**src/rtl/mem_access_unit.sv**
```systemverilog
// Load/store initiator for the word-addressed BRAM: one request at a time, RMW for sub-word stores.
// Optional macro SUBWORD_EN enables lb/lh/lbu/lhu/sb/sh; without it only lw/sw are legal.
module mem_access_unit #(
  parameter int WORDS      = 10,
  parameter int DATA_WIDTH = 32
) (
  input  logic                  clk_i,
  input  logic                  reset_ni,
  input  logic                  req_i,
  input  logic                  we_i,
  input  logic [2:0]            funct3_i,
  input  logic [31:0]           addr_i,
  input  logic [DATA_WIDTH-1:0] wdata_i,
  output logic                  ready_o,
  output logic                  done_o,
  output logic [DATA_WIDTH-1:0] rdata_o,
  output logic                  err_o,
  output logic [WORDS-1:0]      mem_addr_o,
  output logic [DATA_WIDTH-1:0] mem_data_o,
  output logic                  mem_wr_no,
  output logic                  mem_rd_no,
  input  logic [DATA_WIDTH-1:0] mem_data_i
);

  typedef enum logic [1:0] {IDLE, RD, WR, DONE} state_t;

  localparam logic [2:0] F3_B  = 3'b000;
  localparam logic [2:0] F3_H  = 3'b001;
  localparam logic [2:0] F3_W  = 3'b010;
  localparam logic [2:0] F3_BU = 3'b100;
  localparam logic [2:0] F3_HU = 3'b101;

  state_t                  state_q, state_d;
  logic                    err_q, err_d;
  logic [DATA_WIDTH-1:0]   rdata_q, rdata_d;
  logic [WORDS-1:0]        mem_addr_q, mem_addr_d;
  logic [DATA_WIDTH-1:0]   mem_data_q, mem_data_d;
  logic                    mem_wr_n_q, mem_wr_n_d;
  logic                    mem_rd_n_q, mem_rd_n_d;
  logic                    req_err;
  logic [DATA_WIDTH-1:0]   load_val;
  logic                    unused_addr_bits;

  // Bytes above the memory window are dropped, so addresses wrap.
  assign unused_addr_bits = ^addr_i[31:WORDS+2];

`ifdef SUBWORD_EN
  logic                  we_q, we_d;
  logic [2:0]            funct3_q, funct3_d;
  logic [1:0]            lane_q, lane_d;
  logic [DATA_WIDTH-1:0] wdata_q, wdata_d;
  logic [7:0]            byte_sel;
  logic [15:0]           half_sel;
  logic [DATA_WIDTH-1:0] merged;

  always_comb begin
    byte_sel = mem_data_i[7:0];
    merged   = mem_data_i;
    case (lane_q)
      2'd0: begin byte_sel = mem_data_i[7:0];   merged[7:0]   = wdata_q[7:0]; end
      2'd1: begin byte_sel = mem_data_i[15:8];  merged[15:8]  = wdata_q[7:0]; end
      2'd2: begin byte_sel = mem_data_i[23:16]; merged[23:16] = wdata_q[7:0]; end
      default: begin byte_sel = mem_data_i[31:24]; merged[31:24] = wdata_q[7:0]; end
    endcase
    half_sel = lane_q[1] ? mem_data_i[31:16] : mem_data_i[15:0];
    if (funct3_q == F3_H) begin
      merged = mem_data_i;
      if (lane_q[1]) merged[31:16] = wdata_q[15:0];
      else           merged[15:0]  = wdata_q[15:0];
    end
  end

  always_comb begin
    case (funct3_q)
      F3_B:    load_val = {{24{byte_sel[7]}}, byte_sel};
      F3_H:    load_val = {{16{half_sel[15]}}, half_sel};
      F3_BU:   load_val = {24'd0, byte_sel};
      F3_HU:   load_val = {16'd0, half_sel};
      default: load_val = mem_data_i;
    endcase
  end

  always_comb begin
    case (funct3_i)
      F3_W:          req_err = (addr_i[1:0] != 2'b00);
      F3_B:          req_err = 1'b0;
      F3_H:          req_err = addr_i[0];
      F3_BU:         req_err = we_i;
      F3_HU:         req_err = we_i | addr_i[0];
      default:       req_err = 1'b1;
    endcase
  end
`else
  assign load_val = mem_data_i;
  assign req_err  = (funct3_i != F3_W) || (addr_i[1:0] != 2'b00);
`endif

  always_comb begin
    state_d    = state_q;
    err_d      = err_q;
    rdata_d    = rdata_q;
    mem_addr_d = mem_addr_q;
    mem_data_d = mem_data_q;
    mem_wr_n_d = 1'b1;
    mem_rd_n_d = 1'b1;
`ifdef SUBWORD_EN
    we_d       = we_q;
    funct3_d   = funct3_q;
    lane_d     = lane_q;
    wdata_d    = wdata_q;
`endif
    case (state_q)
      IDLE: begin
        if (req_i) begin
`ifdef SUBWORD_EN
          we_d     = we_i;
          funct3_d = funct3_i;
          lane_d   = addr_i[1:0];
          wdata_d  = wdata_i;
`endif
          err_d    = req_err;
          if (req_err) begin
            state_d = DONE;
          end else begin
            mem_addr_d = addr_i[WORDS+1:2];
            if (we_i && funct3_i == F3_W) begin
              mem_data_d = wdata_i;
              mem_wr_n_d = 1'b0;
              state_d    = WR;
            end else begin
              mem_rd_n_d = 1'b0;
              state_d    = RD;
            end
          end
        end
      end
      RD: begin
`ifdef SUBWORD_EN
        if (we_q) begin
          mem_data_d = merged;
          mem_wr_n_d = 1'b0;
          state_d    = WR;
        end else begin
          rdata_d = load_val;
          state_d = DONE;
        end
`else
        rdata_d = load_val;
        state_d = DONE;
`endif
      end
      WR:      state_d = DONE;
      default: state_d = IDLE;
    endcase
  end

  // Reset clears the strobes asynchronously so an interrupted RMW never writes.
  always_ff @(posedge clk_i or negedge reset_ni) begin
    if (!reset_ni) begin
      state_q    <= IDLE;
      err_q      <= 1'b0;
      rdata_q    <= '0;
      mem_addr_q <= '0;
      mem_data_q <= '0;
      mem_wr_n_q <= 1'b1;
      mem_rd_n_q <= 1'b1;
`ifdef SUBWORD_EN
      we_q       <= 1'b0;
      funct3_q   <= 3'b000;
      lane_q     <= 2'b00;
      wdata_q    <= '0;
`endif
    end else begin
      state_q    <= state_d;
      err_q      <= err_d;
      rdata_q    <= rdata_d;
      mem_addr_q <= mem_addr_d;
      mem_data_q <= mem_data_d;
      mem_wr_n_q <= mem_wr_n_d;
      mem_rd_n_q <= mem_rd_n_d;
`ifdef SUBWORD_EN
      we_q       <= we_d;
      funct3_q   <= funct3_d;
      lane_q     <= lane_d;
      wdata_q    <= wdata_d;
`endif
    end
  end

  assign ready_o    = (state_q == IDLE);
  assign done_o     = (state_q == DONE);
  assign err_o      = (state_q == DONE) && err_q;
  assign rdata_o    = rdata_q;
  assign mem_addr_o = mem_addr_q;
  assign mem_data_o = mem_data_q;
  assign mem_wr_no  = mem_wr_n_q;
  assign mem_rd_no  = mem_rd_n_q;

endmodule

```
**config.mk**
```make
export PLATFORM = sky130hd
export DESIGN_NAME = mem_access_unit
export DESIGN_NICKNAME = d
export VERILOG_FILES = /design/src/rtl/mem_access_unit.sv
export SDC_FILE = /design/constraint.sdc
export NUM_CORES = 1
export LEC_CHECK = 0
export BUFFER_PORTS_ARGS = -buffer_cell sky130_fd_sc_hd__buf_2
export CAP_MARGIN = 20
export CORE_ASPECT_RATIO = 0.9
export CORE_MARGIN = 2
export CORE_UTILIZATION = 40
export CTS_BUF_LIST = sky130_fd_sc_hd__clkbuf_4 sky130_fd_sc_hd__clkbuf_8
export CTS_CLUSTER_SIZE = 16
export DETAILED_ROUTE_END_ITERATION = 6
export GPL_TIMING_DRIVEN = 0
export MAX_ROUTING_LAYER = met4
export PLACE_DENSITY = 0.75
export SYNTH_ARGS = -nofsm -noshare
export SYNTH_HDL_FRONTEND = slang
export SYNTH_SLANG_ARGS = --single-unit
```
**constraint.sdc**
```tcl
create_clock -name clk_i -period 5.28 [get_ports clk_i]
set_input_delay 0 -clock clk_i [delete_from_list [all_inputs] [get_ports clk_i]]
set_output_delay 0 -clock clk_i [all_outputs]
set_load 0.02 [all_outputs]
```
After elaboration in Yosys (flattened, before gate mapping)
Index checks and enable logic that the tools add are counted.
{"block": "word_totals", "reg_bits": 79, "input_bits": 103, "out_inout_bits": 79, "wordCells": 35}
{"block": "op_classes", "n_eq_ne": 6, "mux": 12, "n_bitwise": 1, "reduce_logical": 9}
{"operator": "1-bit two-way mux", "count": 8}
{"operator": "2-bit two-way mux", "count": 3}
{"operator": "2-bit == test (second input constant)", "count": 2}
{"operator": "2-bit case mux with 2 select lines", "count": 1}
{"operator": "4-bit AND reduction", "count": 1}
{"operator": "3-bit by 2-bit == test with 1-bit output (second input constant)", "count": 1}
{"operator": "3-bit by 2-bit != test with 1-bit output (second input constant)", "count": 1}
{"operator": "3-bit AND reduction", "count": 1}
{"operator": "2-bit by 1-bit == test with 1-bit output (second input constant)", "count": 1}
{"operator": "1-bit logical AND", "count": 2}
{"operator": "2-bit logical NOT", "count": 1}
{"operator": "2-bit != test (second input constant)", "count": 1}
{"operator": "2-bit AND reduction", "count": 1}
{"operator": "2-bit nonzero test", "count": 1}
{"operator": "2-bit OR reduction", "count": 1}
{"operator": "1-bit logical OR", "count": 1}
{"operator": "1-bit NOT", "count": 1}

Depth between registers and ports, before layout
{"block": "depth", "depth_word": 6, "mapped_depth": 6}

Worst setup path before layout
OpenSTA, ideal clock, no wires.
{"block": "synth_timing", "kind": "flip-flop to flip-flop", "start": "register state_q[0]", "end": "register mem_data_q[10], in the netlist mem_data_o[10]", "arrival_time_ps": 1847, "t_required_ps": 5155, "setup_slack_ps": 3308, "stages_incl_launch_ff": 7, "path_buffers": 1, "cell_sequence": "dfrtp_1 > inv_1 > ha_1 > nand2_1 > nor4_4 > buf_6 > mux2_2"}
{"block": "synth_between", "elab_chain_cells": 2}
{"element": "start: declaration", "line": "33", "text": "state_t state_q, state_d;"}
{"element": "start signal: assignment", "line": "174", "text": "state_q <= state_d;"}
{"element": "2-bit logical NOT"}
{"element": "via ready_o", "line": "14", "text": "output logic ready_o,"}
{"element": "4-bit AND reduction (no source line)"}
{"element": "end signal: assignment", "line": "178", "text": "mem_data_q <= mem_data_d;"}
{"element": "end: declaration", "line": "37", "text": "logic [DATA_WIDTH-1:0] mem_data_q, mem_data_d;"}
The timed path passes the listed nets, and every way through them passes these cells.
A chain may end at the register's enable or synchronous reset.

Final worst setup path
{"block": "layout_timing", "start": "register state_q[1]", "end": "register mem_data_q[27], in the netlist mem_data_o[27]"}
{"block": "layout_between", "elab_chain_cells": 2}
{"element": "2-bit logical NOT", "line": "112", "text": "case (state_q)"}
{"element": "4-bit AND reduction (no source line)"}
No other way between the ends.

==> out/results.ini <==
[synthesis]
synth_area_leaders=dfrtp_1 (64%), mux2_2 (27%), dfstp_2 (1.7%)
seq_area_frac_synth=0.652
synth.distinct_cells=21
yosysTopAreaCellShare=0.635
synth-warning-count=0
yosysMostFrequentCell=dfrtp_1
synth_top_flop_cell=dfrtp_1
syn_area_mm2=0.00303
syn_avg_cell_area_um2=16.6
ys_seq_elements=79
synthArstFlopShare=1.00
synthesis.nets=289
synth_top_area_cell=dfrtp_1
syn_inst=183
synth_enable_flop_cells=0
synth_commonest_cells=dfrtp_1 (77), mux2_2 (74), inv_1 (4)

[route]
viasPerCell=4.53
ant_nets=0
drt_wl_total_mm=7.56
vias=2420
drt-pass1-iter-count=3
drc_errors=0
wl_per_cell_um=14.1
drt-initial-drc-count=51

[sta]
period_needed_ns=2.04
finalMaxSlewViolations=0
rsz0062_at_grt=false
finalSetupViolCount=0
fmax_ghz=0.490
holdWs_ns=0.0611
timing_worst_slew_pin_value_ns=0.528
fin_crit_sh=0.386
final.setup_skew_ns=0.00976
tns_ns=0
maxSlewHeadroom=0.648
finalHoldViolCount=0

[critical_path]
worstPathMaxFanout=10
r2r_cells=6
slowest_stage=nor4_4
worst-r2r-setup-slack_ns=3.24
r2r-end=mem_data_o[27]
endpoint_kind=register
crit_start=state_q[1]
cp_cell_sequence=inv_1 -> ha_1 -> nand2_1 -> nor4_4 -> buf_6 -> mux2_2
cp_slowest_stage_delay_ns=0.49
crit_path_start_kind=register
cp.arrival_ns=2.25
worstPathRequired_ns=5.49
setup.worst_path.class=reg -> reg
reg2reg_from=state_q[1]

[hold_path]
min_delay_path_depth=3
min_path_type=in -> reg
worstHoldStart=funct3_i[2]
hold_end=state_q[1]

[global_routing]
grt_pass1_wl_mm=11.7
first_global_vias=2540
grt_overflow_total=0
grt_max_degree=41
grt_usage=0.194
antenna_found_initial=0

[floorplanning]
ios=182
start_util=0.408
die_w_um=95.8
row_count=30
core_mm2=0.00743
die-area_mm2=0.00830
die_h_um=86.6

[job]
maxCapViolCount=0

[clock_network]
cts.sinks=79
cts_post_setup_buffers_inserted=0
insertion_delay_ns=0.33
cts_tree=yes
clockRootBuffer=clkbuf_8
post_cts_resized=0
cts_buffer_depth=2
cts.htree.levels=3
clk_pin_slew_ns=0.08
numCtsBuffers=9

[pwr]
irDropWorstVdd_v=0.000207
p_per_area_mw_per_mm2=458
internal_power_w=0.00150
pwr-share-seq=0.392
swShare=0.343
p_clk_frac=0.215
switching_power_w=0.000783
power_w=0.00228
combPwrFrac=0.393
p_leak_nw=2.58

[placement]
port_buffers=161
place_congestion=0.740
place_area_mm2=0.00398
hpwl_mm=4.91

[layout]
layout-drive-gt1-share=0.598
area_delta_synth_final_pct=64.0
design_area_mm2=0.00498
nNetsFinal=539
n_fill_cell=532
antennaDiodeCount=0

[outcome]
status=finished clean

==> cells by family after synthesis <==
| logic type | after synthesis | share of synthesized area |
|---|---|---|
| compound gates | 3 | 0.00742 |
| fa+ha+maj | 3 | 0.0124 |
| buf+inv | 12 | 0.0227 |
| flops | 79 | 0.652 |
| mux | 74 | 0.275 |
| simple gates | 12 | 0.0305 |
==> how the worst max path moves through the flow <==
| stage | cells after the start | end |
|---|---|---|
| final | 6 | mem_data_o[27] |
| after floorplan | 6 | mem_data_o[10] |
| after detailed placement | 6 | mem_data_o[14] |
| after CTS | 6 | mem_data_o[27] |
| after global routing | 6 | mem_data_o[27] |
| after global placement | 6 | mem_data_o[26] |
==> layout make-up <==
type                       instances  area, µm²  area share
clock inverter                     4       70.1      0.0141
timing repair buffer             239       1600       0.321
inverter                           4       15.0     0.00302
sequential                        79       1980       0.398
tap                               96        120      0.0241
clock buffer                      12        153      0.0307
multi-input combinational         92        986       0.198
buffer                             8       53.8      0.0108
==> routing by layer <==
| layer | global-route usage | routed length [µm] | vias to the layer above | share of wire |
|---|---|---|---|---|
| met1 | 0.212 | 3000 | 1150 | 0.40 |
| li1 | - | - | 1147 | - |
| met2 | 0.343 | 3890 | 114 | 0.51 |
| met4 | 0.0675 | 114 | 0 | 0.015 |
| met3 | 0.0470 | 554 | 9 | 0.073 |
| met5 | - | 0 | - | 0 |
==> sequential cells by signal, summed over array words and instances (netlist names) <==
signal      cells
mem_addr_o     10
mem_data_o     32
rdata_o        32
mem_wr_no       1
err_q           1
state_q         2
mem_rd_no       1
==> repair_timing <==
action,4_1_cts,5_1_grt
setup endpoints to repair,0,0
endpoints found under the hold margin,116,0
hold buffers,77,0
==> metrics by stage <==
step,instances,worst slack (ns),utilization
4_1_cts,534,3.22,0.670
3_3_place_gp,440,3.29,0.533
5_1_grt,534,3.09,0.670
3_5_place_dp,441,3.23,0.536
2_1_floorplan,183,3.31,-
6_report,534,3.24,0.670
==> power groups by stage <==
stage	clock (W)	sequential [W]	combinational [W]
2_1_floorplan	0	0.00113	0.000328
3_3_place_gp	0	0.000889	0.000836
3_5_place_dp	0	0.000900	0.000857
4_1_cts	0.000505	0.000889	0.000901
5_1_grt	0.000538	0.000917	0.000968
6_report	0.000490	0.000893	0.000896
==> critical path: cells and delay by family, from the launching register on <==
family        cells  cell delay (ns)
fa+ha+maj         1             0.21
buf+inv           2             0.32
mux               1             0.36
simple gates      2             0.64
flops             1             0.39
==> cell usage in the layout (no fill, tap or decap), types with 3 or more instances in the layout <==
cell type and instances:
clkbuf_8 10, buf_1 3, dlygate4sd3_1 77, mux2_2 74, dfrtp_1 77, buf_2 161, inv_1 4, ha_1 3
buf_6 3
Power figures use the tool's default switching activity.
